$ cat src/rtl/i2s_tx_fetch.sv
// I2S transmitter: pops one L/R sample per 48 kHz frame from the resampler and serialises them (BCK=clk/8, LRCK=clk/512).
// Build macro I2S_TX_UNDERRUN_HOLD_EN: on underrun hold the previous sample instead of muting.
module i2s_tx_fetch #(
  parameter int POP_AT = 256
) (
  input  logic        clk,
  input  logic        rst,
  input  logic        en_i,
  output logic [1:0]  pop_o,
  input  logic [1:0]  ack_i,
  input  logic [23:0] data_i,
  output logic        bck_o,
  output logic        lrck_o,
  output logic        sdata_o,
  output logic        underrun_o
);
  localparam logic [8:0] POP_L = 9'(POP_AT);
  localparam logic [8:0] POP_R = 9'(POP_AT + 1);

  logic [8:0]        r_cnt;
  logic              r_run;
  logic              r_first;
  logic [1:0]        r_pend;
  logic [1:0]        r_val;
  logic [1:0][23:0]  r_next;
  logic [1:0][23:0]  r_out;
  logic              r_sdata;
  logic              r_underrun;

  logic              w_load;
  logic [1:0]        w_pop;
  logic [1:0]        w_ur;
  logic [8:0]        w_cnt_nxt;
  logic [1:0][23:0]  w_out_nxt;
  logic [4:0]        w_k_nxt;
  logic [23:0]       w_sh_nxt;
  logic              w_sd_nxt;

  // r_run gates pops so nothing is requested in the idle cycle at cnt 0 after reset/enable
  always_comb begin
    w_load    = r_run && (r_cnt == 9'd511);
    w_pop[0]  = r_run && (r_cnt == POP_L) && !r_pend[0] && !r_val[0];
    w_pop[1]  = r_run && (r_cnt == POP_R) && !r_pend[1] && !r_val[1];
    w_cnt_nxt = r_cnt + 9'd1;
    w_out_nxt = r_out;
    w_ur      = 2'b00;
    for (int c = 0; c < 2; c++) begin
      if (w_load) begin
        if (r_val[c]) begin
          w_out_nxt[c] = r_next[c];
        end else begin
          w_ur[c] = 1'b1;
`ifdef I2S_TX_UNDERRUN_HOLD_EN
          w_out_nxt[c] = r_out[c];
`else
          w_out_nxt[c] = 24'd0;
`endif
        end
      end
    end
    // Serial bit is registered one cycle ahead so it changes together with BCK falling
    w_k_nxt  = w_cnt_nxt[7:3];
    w_sh_nxt = w_cnt_nxt[8] ? w_out_nxt[1] : w_out_nxt[0];
    w_sd_nxt = 1'b0;
    if (w_k_nxt >= 5'd1 && w_k_nxt <= 5'd24) begin
      w_sd_nxt = w_sh_nxt[5'd24 - w_k_nxt];
    end
  end

  always_ff @(posedge clk) begin
    if (!rst) begin
      r_cnt      <= 9'd0;
      r_run      <= 1'b0;
      r_first    <= 1'b1;
      r_pend     <= 2'b00;
      r_val      <= 2'b00;
      r_next     <= '0;
      r_out      <= '0;
      r_sdata    <= 1'b0;
      r_underrun <= 1'b0;
    end else if (!en_i) begin
      r_cnt      <= 9'd0;
      r_run      <= 1'b0;
      r_first    <= 1'b1;
      r_pend     <= 2'b00;
      r_val      <= 2'b00;
      r_sdata    <= 1'b0;
      r_underrun <= 1'b0;
    end else begin
      r_cnt      <= w_cnt_nxt;
      r_run      <= 1'b1;
      r_out      <= w_out_nxt;
      r_underrun <= (|w_ur) && !r_first;
      if (w_load) begin
        r_first <= 1'b0;
      end
      if (w_cnt_nxt[2:0] == 3'd0) begin
        r_sdata <= w_sd_nxt;
      end
      // A pending request survives the load so a late ack feeds the next frame
      for (int c = 0; c < 2; c++) begin
        if (w_load) begin
          r_val[c] <= 1'b0;
        end
        if (w_pop[c]) begin
          r_pend[c] <= 1'b1;
        end
        if (ack_i[c]) begin
          r_next[c] <= data_i;
          r_val[c]  <= 1'b1;
          r_pend[c] <= 1'b0;
        end
      end
    end
  end

  assign pop_o      = w_pop;
  assign bck_o      = r_cnt[2];
  assign lrck_o     = r_cnt[8];
  assign sdata_o    = r_sdata;
  assign underrun_o = r_underrun;

endmodule

$ cat config.mk
export PLATFORM = sky130hd
export DESIGN_NAME = i2s_tx_fetch
export DESIGN_NICKNAME = d
export VERILOG_FILES = /design/src/rtl/i2s_tx_fetch.sv
export SDC_FILE = /design/constraint.sdc
export NUM_CORES = 1
export LEC_CHECK = 0
export ABC_AREA = 1
export CORE_UTILIZATION = 45
export CTS_CLUSTER_SIZE = 12
export DETAILED_ROUTE_END_ITERATION = 16
export PLACE_DENSITY_LB_ADDON = 0.12
export SYNTH_ARGS = -nofsm -noshare
export SYNTH_HDL_FRONTEND = slang
export SYNTH_SLANG_ARGS = --single-unit
$ cat constraint.sdc
create_clock -name clk -period 2.01 [get_ports clk]
set_input_delay 0.201 -clock clk [delete_from_list [all_inputs] [get_ports clk]]
set_output_delay 0.201 -clock clk [all_outputs]
set_load 0.01 [all_outputs]
==> results of run 1 <==
tightest hold or removal path, stage by stage:
cell,delay [ns]
buf_2,0.14
buf_4,0.19
o21ai_0,0.08
nor2_1,0.04
state kept, by name, indices dropped and copies added (netlist names):
name / count
r_run: 1
r_next: 48
r_first: 1
r_out: 48
r_pend: 2
r_cnt: 9
underrun_o: 1
r_val: 2
sdata_o: 1
cells in the final DEF, fill, tap and decap left out, types with 4 or more instances in the layout:
cell type,count
o21ai_2,9
nand2_1,180
o21ai_1,9
dfxtp_2,6
buf_4,58
inv_1,121
ha_4,4
a21oi_1,23
nand2_4,6
nand3_2,28
o21ai_0,73
bufinv_16,5
o211ai_1,39
nand3_1,61
buf_12,6
clkdlybuf4s50_1,30
dfxtp_1,107
nor2_1,101
clkbuf_16,23
nand2_2,21
layout make-up:
| cell class | instances | area (µm²) | share of cell area [%] |
|---|---|---|---|
| inverter | 128 | 507 | 6.43 |
| tap | 172 | 215 | 2.73 |
| sequential | 113 | 2270 | 28.8 |
| clock buffer | 22 | 474 | 6.01 |
| timing repair buffer | 111 | 1150 | 14.6 |
| multi-input combinational | 578 | 3090 | 39.2 |
| clock inverter | 10 | 180 | 2.28 |
worst max path at each step:
stage	startpoint	endpoint	slack, ns	cells after the start
after floorplan	r_cnt[2]	sdata_o	-0.01	17
after global placement	r_cnt[4]	sdata_o	-0.19	18
after detailed placement	r_cnt[1]	sdata_o	-0.22	15
after CTS	r_cnt[3]	sdata_o	-0.20	16
after global routing	r_cnt[4]	sdata_o	-0.32	17
final	r_cnt[1]	sdata_o	-0.15	17
report_power, final:
| group | switching [mW] | leakage, nW | internal, mW |
|---|---|---|---|
| Sequential | 0.0657 | 0.934 | 2.37 |
| Clock | 1.05 | 0.316 | 2.29 |
| Combinational | 0.332 | 2.39 | 0.239 |
| Total | 1.45 | 3.64 | 4.90 |
per-layer routing:
layer / vias up / GRT usage, %
li1: 2947 / -
met1: 2665 / 31.6
met2: 180 / 44.2
met3: 47 / 7.32
met4: 0 / 13.6
met5: - / 0
cell families (layout without fill, tap and decap cells):
family	Yosys count	in the layout	synth area share, %
DFF	113	113	39.0
buffers and inverters	183	271	13.3
AOI/OAI and AO/OA	157	157	15.5
xor gates and xnor gates	3	3	0.454
and+or+nand+nor	411	411	30.1
adders and majority gates	7	7	1.51
through the flow:
| step | utilization [%] | setup TNS, ns | hold slack (ns) |
|---|---|---|---|
| 2_1_floorplan | - | -0.0139 | 0.273 |
| 4_1_cts | 58.7 | -0.198 | 0.250 |
| 3_3_place_gp | 52.4 | -0.193 | 0.431 |
| 6_report | 62.7 | -0.148 | 0.263 |
| 5_1_grt | 62.7 | -0.405 | 0.274 |
| 3_5_place_dp | 52.4 | -0.221 | 0.419 |
timing repair:
item,4_1_cts,5_1_grt
gates resized for setup,29,89
pin swaps,6,27
buffers inserted,1,5
cloned,2,6
endpoints found under the setup margin,4,14
==> impl_metrics.yaml, run 1 <==
global_routing:
  grt_util_all_layers_pct: 26.6
  antenna_found_initial: 0
  grt_pass1_vias: 5493
  grt_pass1_wl_um: 26800
  overflow: 0
  grt_max_degree: 72
finish:
  syn2layout_area_growth_pct: 36.1
  final_cell_area_um2: 7890
  layout-drive-gt1-share_pct: 21.1
  instances_no_fill: 1134
  fin_nets: 985
  fillers: 1130
  n_antenna_cell: 0
yosys:
  syn_area_per_cell_um2: 6.63
  syn-cell-area_um2: 5790
  yosys.area.top_type: "dfxtp_1"
  synth_edf_count: 0
  netlist_top_cells_area: "dfxtp_1 39%, nand2_1 13%, inv_1 8.0%"
  synth.yosys.seq_area_share_pct: 39.0
  synth.most_common_cell: "nand2_1"
  ys_top_cells_by_count: "198 x nand2_1, 123 x inv_1, 113 x dfxtp_1"
  ys_warn_count: 0
  yosysUniqueCellTypes: 31
  syn-instance-count: 874
  synth.top_cell.area_share_pct: 39.0
  synthFlopType: "dfxtp_1"
  synth-async-reset-ratio_pct: 0
  synth_fp_nets: 910
  ys_ff_latch: 113
die:
  row_count: 41
  die_h_um: 115
  die_area_um2: 13300
  io_pins: 35
  initial_utilization_pct: 46.1
  coreArea_um2: 12600
  die_x_um: 115
setup_path:
  crit_family: "simple AND/OR/NAND/NOR gates"
  timing.rr.end: "sdata_o"
  worstPathCellList: "ha_4 > nand3_4 > nor2_4 > ha_4 > nand2_8 > inv_16 > clkbuf_16 > buf_8 > nand2_4 > nand3_1 > nand3_2 > nand3_2 > nand3_2 > nand2_2 > a21oi_2 > nand3_2 > a21oi_2"
  critPathMaxStageDelay_ns: 0.33
  path_max_fanout: 8
  critPathArrivalTime_ns: 2.51
  critPathBufInv: 3
  cp.required_ns: 2.36
  crit_type: "flop to flop"
  reg2reg_slack_ns: -0.15
  worst_path_most_repeated_cell: "nand3_2"
  r2r_start: "r_cnt[1]"
  slowest_stage: "dfxtp_2"
  setup.worst_path.start_class: "flop"
  reg2regPathDepth: 17
  end_kind: "flop"
sta:
  setup_violations: 1
  fin_worst_skew_ns: 0.0110
  fin_crit_sh_pct: 107
  fin_ws_ns: -0.148
  finalHoldViolCount: 0
  rsz0062_at_grt: "yes"
  drv_slew: 0
  finalWorstPathRequiredPeriod_ns: 2.16
  slew_headroom_pct: 59.4
  max_freq_mhz: 463
  worst_pin_slew_ns: 0.608
placed_design:
  placed_area_um2: 6590
  portBuffers: 34
  gp_congestion: 0.845
  dp_hpwl_um: 10900
  pre_cts_slack_ns: -0.221
  dp.cells: 1088
min_path:
  whs_path_depth: 4
  hold_path.startpoint: "rst"
  hold_end: "r_next[39]"
  hold_class: "input port to flop"
detailed_routing:
  drt_iter0_drc: 425
  met1_length_um: 7320
  drt_pass1_iterations: 5
  avgRoutedWirePerCell_um: 15.2
  wl_um: 17200
  highest_layer: "met4"
  route.detailed.drc: 0
  avgViaCountPerCell: 5.15
  wl_met2_um: 8300
  ant_nets: 0
  via_count: 5839
  wl_met3_um: 933
status:
  violations: "negative setup slack"
  outcome: "finished with violations"
clock_tree:
  clockBufferDepth: 2
  holdBufCountCts: 0
  cts_tree: "yes"
  h-tree-depth: 4
  cts-root-buf: "clkbuf_16"
  insertion_delay_ns: 0.43
  cts_sinks: 113
  clkTransAtPathRegs_ns: 0.05
  cts_buffers: 17
job:
  drv_cap: 0
power:
  power_mw: 6.35
  leakagePower_nw: 3.64
  ir_worst_vdd_v: 0.000760
  pwr_density_cell_nw_per_um2: 805
No activity file was read; power rests on OpenSTA's default activity.
==> inputs of run 2 (changes only) <==
clock period = 2.15 ns   (was 2.01 ns; I/O delays follow)
==> run 2 against run 1 <==
Net effect:
- the flow still finishes with violations (negative setup slack)
- utilization decreased by 2.1 points
- global-route usage decreased by 0.97 points
- first-iteration DRC count grew 22%
- routed wire length down 2.2%
- sequential share of layout area grew 1.0 points
- critical path type unchanged
==> impl_metrics.yaml, run 2 (synthesis results as in run 1) <==
detailed_routing:
  met1_length_um: 7210
  drt_iter0_drc: 519
  wl_met2_um: 8200
  drt_pass1_iterations: 5
  wl_met3_um: 637
  avgViaCountPerCell: 5.18
  avgRoutedWirePerCell_um: 15.1
  wl_um: 16800
  ant_nets: 0
  via_count: 5777
  highest_layer: "met4"
  route.detailed.drc: 0
sta:
  rsz0062_at_grt: "yes"
  fin_worst_skew_ns: 0.00910
  drv_slew: 0
  slew_headroom_pct: 57.4
  fin_crit_sh_pct: 101
  worst_pin_slew_ns: 0.639
  finalHoldViolCount: 0
  finalWorstPathRequiredPeriod_ns: 2.18
  setup_violations: 1
  fin_ws_ns: -0.0272
  max_freq_mhz: 459
clock_tree:
  holdBufCountCts: 0
  cts_buffers: 17
  insertion_delay_ns: 0.42
  clockBufferDepth: 2
  cts_sinks: 113
  cts-root-buf: "clkbuf_16"
  h-tree-depth: 4
  clkTransAtPathRegs_ns: 0.05
  cts_tree: "yes"
power:
  leakagePower_nw: 3.51
  comb_power_share_pct: 8.9
  netSwitchingFraction_pct: 23.2
  pwr-share-seq_pct: 40.2
  net-switching-power_mw: 1.32
  p_clk_share_pct: 50.9
  p_int_mw: 4.36
  pwr_density_cell_nw_per_um2: 745
  ir_worst_vdd_v: 0.000562
  power_mw: 5.68
finish:
  layout_commonest_cell: "nand2_1"
  most-common-layout-cells: "177 x nand2_1, 121 x inv_1, 107 x dfxtp_1"
  instances_no_fill: 1116
  final_util_pct: 60.6
  fin_nets: 968
  layout-drive-gt1-share_pct: 19.0
  syn2layout_area_growth_pct: 31.5
  n_antenna_cell: 0
  reg_top3: "r_next x48, r_out x48, r_cnt x9"
placed_design:
  dp_hpwl_um: 10800
  portBuffers: 34
  gp_congestion: 0.852
  dp.cells: 1071
min_path:
  hold_end: "r_next[12]"
  hold_path.startpoint: "rst"
  hold_class: "input port to flop"
  whs_path_depth: 3
die:
  die_area_um2: 13300
  initial_utilization_pct: 46.1
  die_h_um: 115
  io_pins: 35
  coreArea_um2: 12600
  die_x_um: 115
  row_count: 41
setup_path:
  r2r_start: "r_cnt[0]"
  setup.worst_path.start_class: "flop"
  timing.rr.end: "sdata_o"
  reg2regPathDepth: 17
  critPathArrivalTime_ns: 2.53
  reg2reg_slack_ns: -0.03
  path_max_fanout: 8
  cp.required_ns: 2.50
  end_kind: "flop"
  crit_type: "flop to flop"
global_routing:
  grt_pass1_vias: 5385
  overflow: 0
  grt_util_all_layers_pct: 25.6
  antenna_found_initial: 0
  grt_max_degree: 69
  grt_pass1_wl_um: 25800
job:
  drv_cap: 0
status:
  violations: "negative setup slack"
  outcome: "finished with violations"
==> run 2: cell types whose count changed in the layout (fill, tap and decap cells not counted), sizes merged <==
| cell | before | now |
|---|---|---|
| clkbuf | 29 | 31 |
| clkdlybuf4s15 | 1 | 0 |
| clkinvlp | 2 | 0 |
| buf | 73 | 57 |
| bufinv | 5 | 3 |
| dlygate4sd2 | 0 | 2 |
| inv | 127 | 126 |
==> run 2: final cells by class <==
| type | count | area, µm² |
|---|---|---|
| Timing Repair Buffer | 94 | 975 |
| Tap cell | 172 | 215 |
| Inverter | 128 | 493 |
| Multi-Input combinational cell | 578 | 3070 |
| Fill cell | 1160 | 4950 |
| Sequential cell | 113 | 2270 |
| Clock inverter | 5 | 100 |
| Clock buffer | 26 | 499 |
==> run 2: worst max path at each step <==
| stage | slack [ns] | endpoint | from | cells after the start |
|---|---|---|---|---|
| after floorplan | 0.0008 | sdata_o | r_cnt[1] | 15 |
| after global placement | -0.05 | sdata_o | r_cnt[1] | 15 |
| after detailed placement | -0.12 | sdata_o | r_cnt[1] | 15 |
| after CTS | -0.05 | sdata_o | r_cnt[1] | 17 |
| after global routing | -0.15 | sdata_o | r_cnt[5] | 18 |
| final | -0.03 | sdata_o | r_cnt[0] | 17 |
==> run 2: through the flow <==
step / TNS, ns / hold slack (ns) / area [µm²] / worst slack, ns
after floorplan: 0 / 0.287 / 5810 / 0.000822
after global placement: -0.0462 / 0.433 / 6420 / -0.0462
after detailed placement: -0.117 / 0.443 / 6420 / -0.117
after CTS: -0.0521 / 0.165 / 7140 / -0.0521
after global routing: -0.150 / 0.193 / 7620 / -0.150
final: -0.0272 / 0.178 / 7620 / -0.0272
==> run 2: critical path, stage by stage, from the launching register on <==
cell	delay, ns
dfxtp_2	0.33
ha_4	0.18
nand3_4	0.08
nor2_4	0.05
ha_4	0.17
nand2_8	0.10
clkinv_8	0.11
clkbuf_16	0.18
buf_4	0.14
o21ai_4	0.14
nand2_2	0.07
nand3_2	0.09
nand3_2	0.07
nand3_2	0.07
nand2_2	0.07
nand2_2	0.07
nand3_2	0.07
a21oi_2	0.12
==> run 2: what timing repair did <==
| action | in CTS | in global routing |
|---|---|---|
| hold endpoints to repair | 0 | 0 |
| endpoints found under the setup margin | 3 | 1 |
| resized for setup | 26 | 88 |
| buffers inserted | 1 | 7 |
| pin swaps | 2 | 26 |
| cloned | 1 | 6 |
==> run 2: power by group through the flow <==
| stage | clock network [mW] | logic (mW) | registers, mW |
|---|---|---|---|
| finish | 2.89 | 0.503 | 2.28 |
| floorplan | 0 | 0.335 | 2.30 |
| CTS | 2.91 | 0.487 | 2.28 |
| global route | 3.02 | 0.573 | 2.29 |
| global placement | 0 | 0.469 | 2.32 |
| detailed placement | 0 | 0.480 | 2.32 |
==> run 2: layer usage <==
layer | vias to the layer above | track usage (%)
li1 | 2888 | -
met1 | 2695 | 29.1
met2 | 146 | 44.0
met3 | 48 | 6.07
met4 | 0 | 15.2
met5 | - | 0
==> inputs of run 3 (changes only) <==
GPL_ROUTABILITY_DRIVEN = 1   (was unset)
==> results of run 3 <==
No change in the layout: final DEF, timing and power equal those of run 2.
==> RTL change (flow settings as in run 1) <==
Build with the macro `I2S_TX_UNDERRUN_HOLD_EN` defined.
--- a/src/rtl/i2s_tx_fetch.sv
+++ b/src/rtl/i2s_tx_fetch.sv
@@ -1,4 +1,6 @@
 // I2S transmitter: pops one L/R sample per 48 kHz frame from the resampler and serialises them (BCK=clk/8, LRCK=clk/512).
 // Build macro I2S_TX_UNDERRUN_HOLD_EN: on underrun hold the previous sample instead of muting.
+`define I2S_TX_UNDERRUN_HOLD_EN
+
 module i2s_tx_fetch #(
   parameter int POP_AT = 256
Formal check against the unedited RTL: no difference found for any inputs over 10 cycles, from zero or initial values and one cycle with rst low; that may be too few to reach the edited logic, so the function may still have changed.
==> RTL change against run 1 <==
  * The run still ends with setup timing left
  * Wire length fell by 11%
  * Clock skew barely moved
  * Sequential cell count did not move
  * Area after synthesis fell by 3.9%
  * Total power fell by 9.0%
  * Worst setup slack got worse by 0.31 ns
  * Design area fell by 4.5%
  * Critical path type unchanged
  * Critical endpoint unchanged
  * Largest power group unchanged
==> RTL change: results (changes against run 1) <==
| Metric | Value |
|---|---|
| Final Slew Violations | 0 (unchanged) |
| Port-buffer cells | 34 (unchanged) |
| Async SR Flop Fraction | 0 (unchanged) |
| Clock-pin transition on the worst setup and hold timing paths | 0.05 ns (about the same) |
| Placer Congestion | 0.838 (was 0.845) |
| Leakage | 0.00357 µW (was 0.00364 µW) |
| CTS Buf Count | 17 (unchanged) |
| Worst r2r path cells | 19 (was 17) |
| Register area share after synthesis | 0.406 (was 0.390) |
| CP Data Arrival Time | 2.77 ns (was 2.51 ns) |
| Relative slew slack | 0.531 (was 0.594) |
| Max clock buf depth | 2 (unchanged) |
| Final worst slack | -0.463 ns (was -0.148 ns) |
| ANT cells | 0 (unchanged) |
| Share of cells above drive strength 1 | 0.204 (was 0.211) |
| Syn_nets | 868 (was 910) |
| Setup TNS | -2.61 ns (was -0.148 ns) |
| Global-route wire length before repair | 24200 µm (was 26800 µm) |
| Regs by FF count | r_next x48, r_out x48, r_cnt x9 (unchanged) |
| DR iter-0 viols | 291 (was 425) |
| Worst vdd ir | 0.000718 V (was 0.000760 V) |
| Placed inst area | 6430 µm² (was 6590 µm²) |
| Synth cell types | 29 (was 31) |
| Largest net degree at the start of global routing | 56 (was 72) |
| Antenna violations before repair | 0 (unchanged) |
| Ys Warns | 0 (unchanged) |
| Worst min path class | input pin to register (unchanged) |
| Largest cells by area after synthesis | dfxtp_1 (41%), nand2_1 (12%), inv_1 (9.7%), o21ai_0 (7.6%), nand3_1 (7.3%) (was dfxtp_1 (39%), nand2_1 (13%), inv_1 (8.0%), nand3_1 (7.5%), o21ai_0 (7.5%)) |
| Crit Path Max Fanout | 7 (was 8) |
| Vias/cell | 5.14 (was 5.15) |
| DP HPWL | 10200 µm (was 10900 µm) |
| Hold path depth | 3 (was 4) |
| Vias in the first global route | 5118 (was 5493) |
| Nets | 951 (was 985) |
| Drt wl/cell | 14.3 µm (was 15.2 µm) |
| Failing checks | setup timing (unchanged) |
| Status | complete, but fails checks (unchanged) |
| Total GRT Usage | 0.244 (was 0.266) |
| Clk_skew | 0.0112 ns (was 0.0110 ns) |
| Final setup viols | 33 (was 1) |
| Layout Cell Area excl Fill | 7530 µm² (was 7890 µm²) |
| Synth cell count leaders | nand2_1 (180), inv_1 (144), dfxtp_1 (113) (was nand2_1 (198), inv_1 (123), dfxtp_1 (113)) |
-- RTL change: cell types whose count changed after synthesis, moves of 4 or more --
cell,delta
nand3_1,-6
nand4_1,+4
clkbuf_1,+4
nor2_1,-40
inv_1,+21
o21ai_2,+5
a21oi_1,+29
buf_4,-5
nand2_1,-18
o211ai_1,-12
-- RTL change: critical path, stage by stage, from the launching register on --
cell	delay [ns]
dfxtp_4	0.36
ha_4	0.15
nand3_4	0.07
nor2_4	0.14
nand3_2	0.11
nor2_4	0.13
ha_4	0.18
nand2_8	0.09
nor2_8	0.16
buf_6	0.14
clkbuf_16	0.16
nand2_2	0.06
nand3_1	0.06
nand3_1	0.08
nand3_2	0.09
nand3_2	0.10
nand3_2	0.09
nand2_1	0.05
nand3_1	0.07
a21oi_1	0.07
-- RTL change: kinds of logic after synthesis --
logic type / count (synthesis) / share of synthesized area
and+or+nand+nor: 344 / 0.265
buffers and inverters: 193 / 0.137
AOI/OAI and AO/OA: 173 / 0.172
DFF: 113 / 0.406
adders and majority gates: 7 / 0.0157
xor gates and xnor gates: 2 / 0.00315
-- RTL change: cell type report --
| type | count | area (µm²) |
|---|---|---|
| inverters | 147 | 553 |
| fillers | 1095 | 4480 |
| multi-input cells | 526 | 2900 |
| flip-flops and latches | 113 | 2270 |
| well taps | 147 | 184 |
| clock inverters | 6 | 57.6 |
| repair buffers | 110 | 1070 |
| clock buffers | 23 | 488 |
-- RTL change: metal layers --
layer	part of all wire	vias up	track usage
li1	-	2812	-
met1	0.44	2539	0.301
met2	0.48	132	0.400
met3	0.047	30	0.0584
met4	0.031	0	0.121
met5	0	-	0
-- RTL change: where the power goes --
part           total (µW)  internal (µW)  switching (µW)
Sequential           2440           2370            63.2
Clock                2770           1790             981
Combinational         560            233             326
-- RTL change: metrics by stage --
stage	hold slack, ns	setup slack (ns)	std cells
2_1_floorplan	0.273	-0.228	832
3_5_place_dp	0.422	-0.471	1027
5_1_grt	0.191	-0.653	1072
3_3_place_gp	0.420	-0.428	1027
6_report	0.187	-0.463	1072
4_1_cts	0.166	-0.444	1065
-- RTL change: path summary, 6_finish.rpt --
kind | startpoint | to | slack, ns
setup / recovery | r_cnt[0] | sdata_o | -0.46
hold / removal | rst | r_out[46] | 0.19
setup reg to reg | r_cnt[0] | sdata_o | -0.46
hold reg to reg | r_first | underrun_o | 0.43
-- RTL change: timing repair --
action / CTS / global route
hold endpoints to repair: 0 / 0
gates resized for setup: 42 / 94
endpoints found under the setup margin: 43 / 50
pin swaps: 4 / 22
cloned: 2 / 3
buffers inserted: 7 / 7
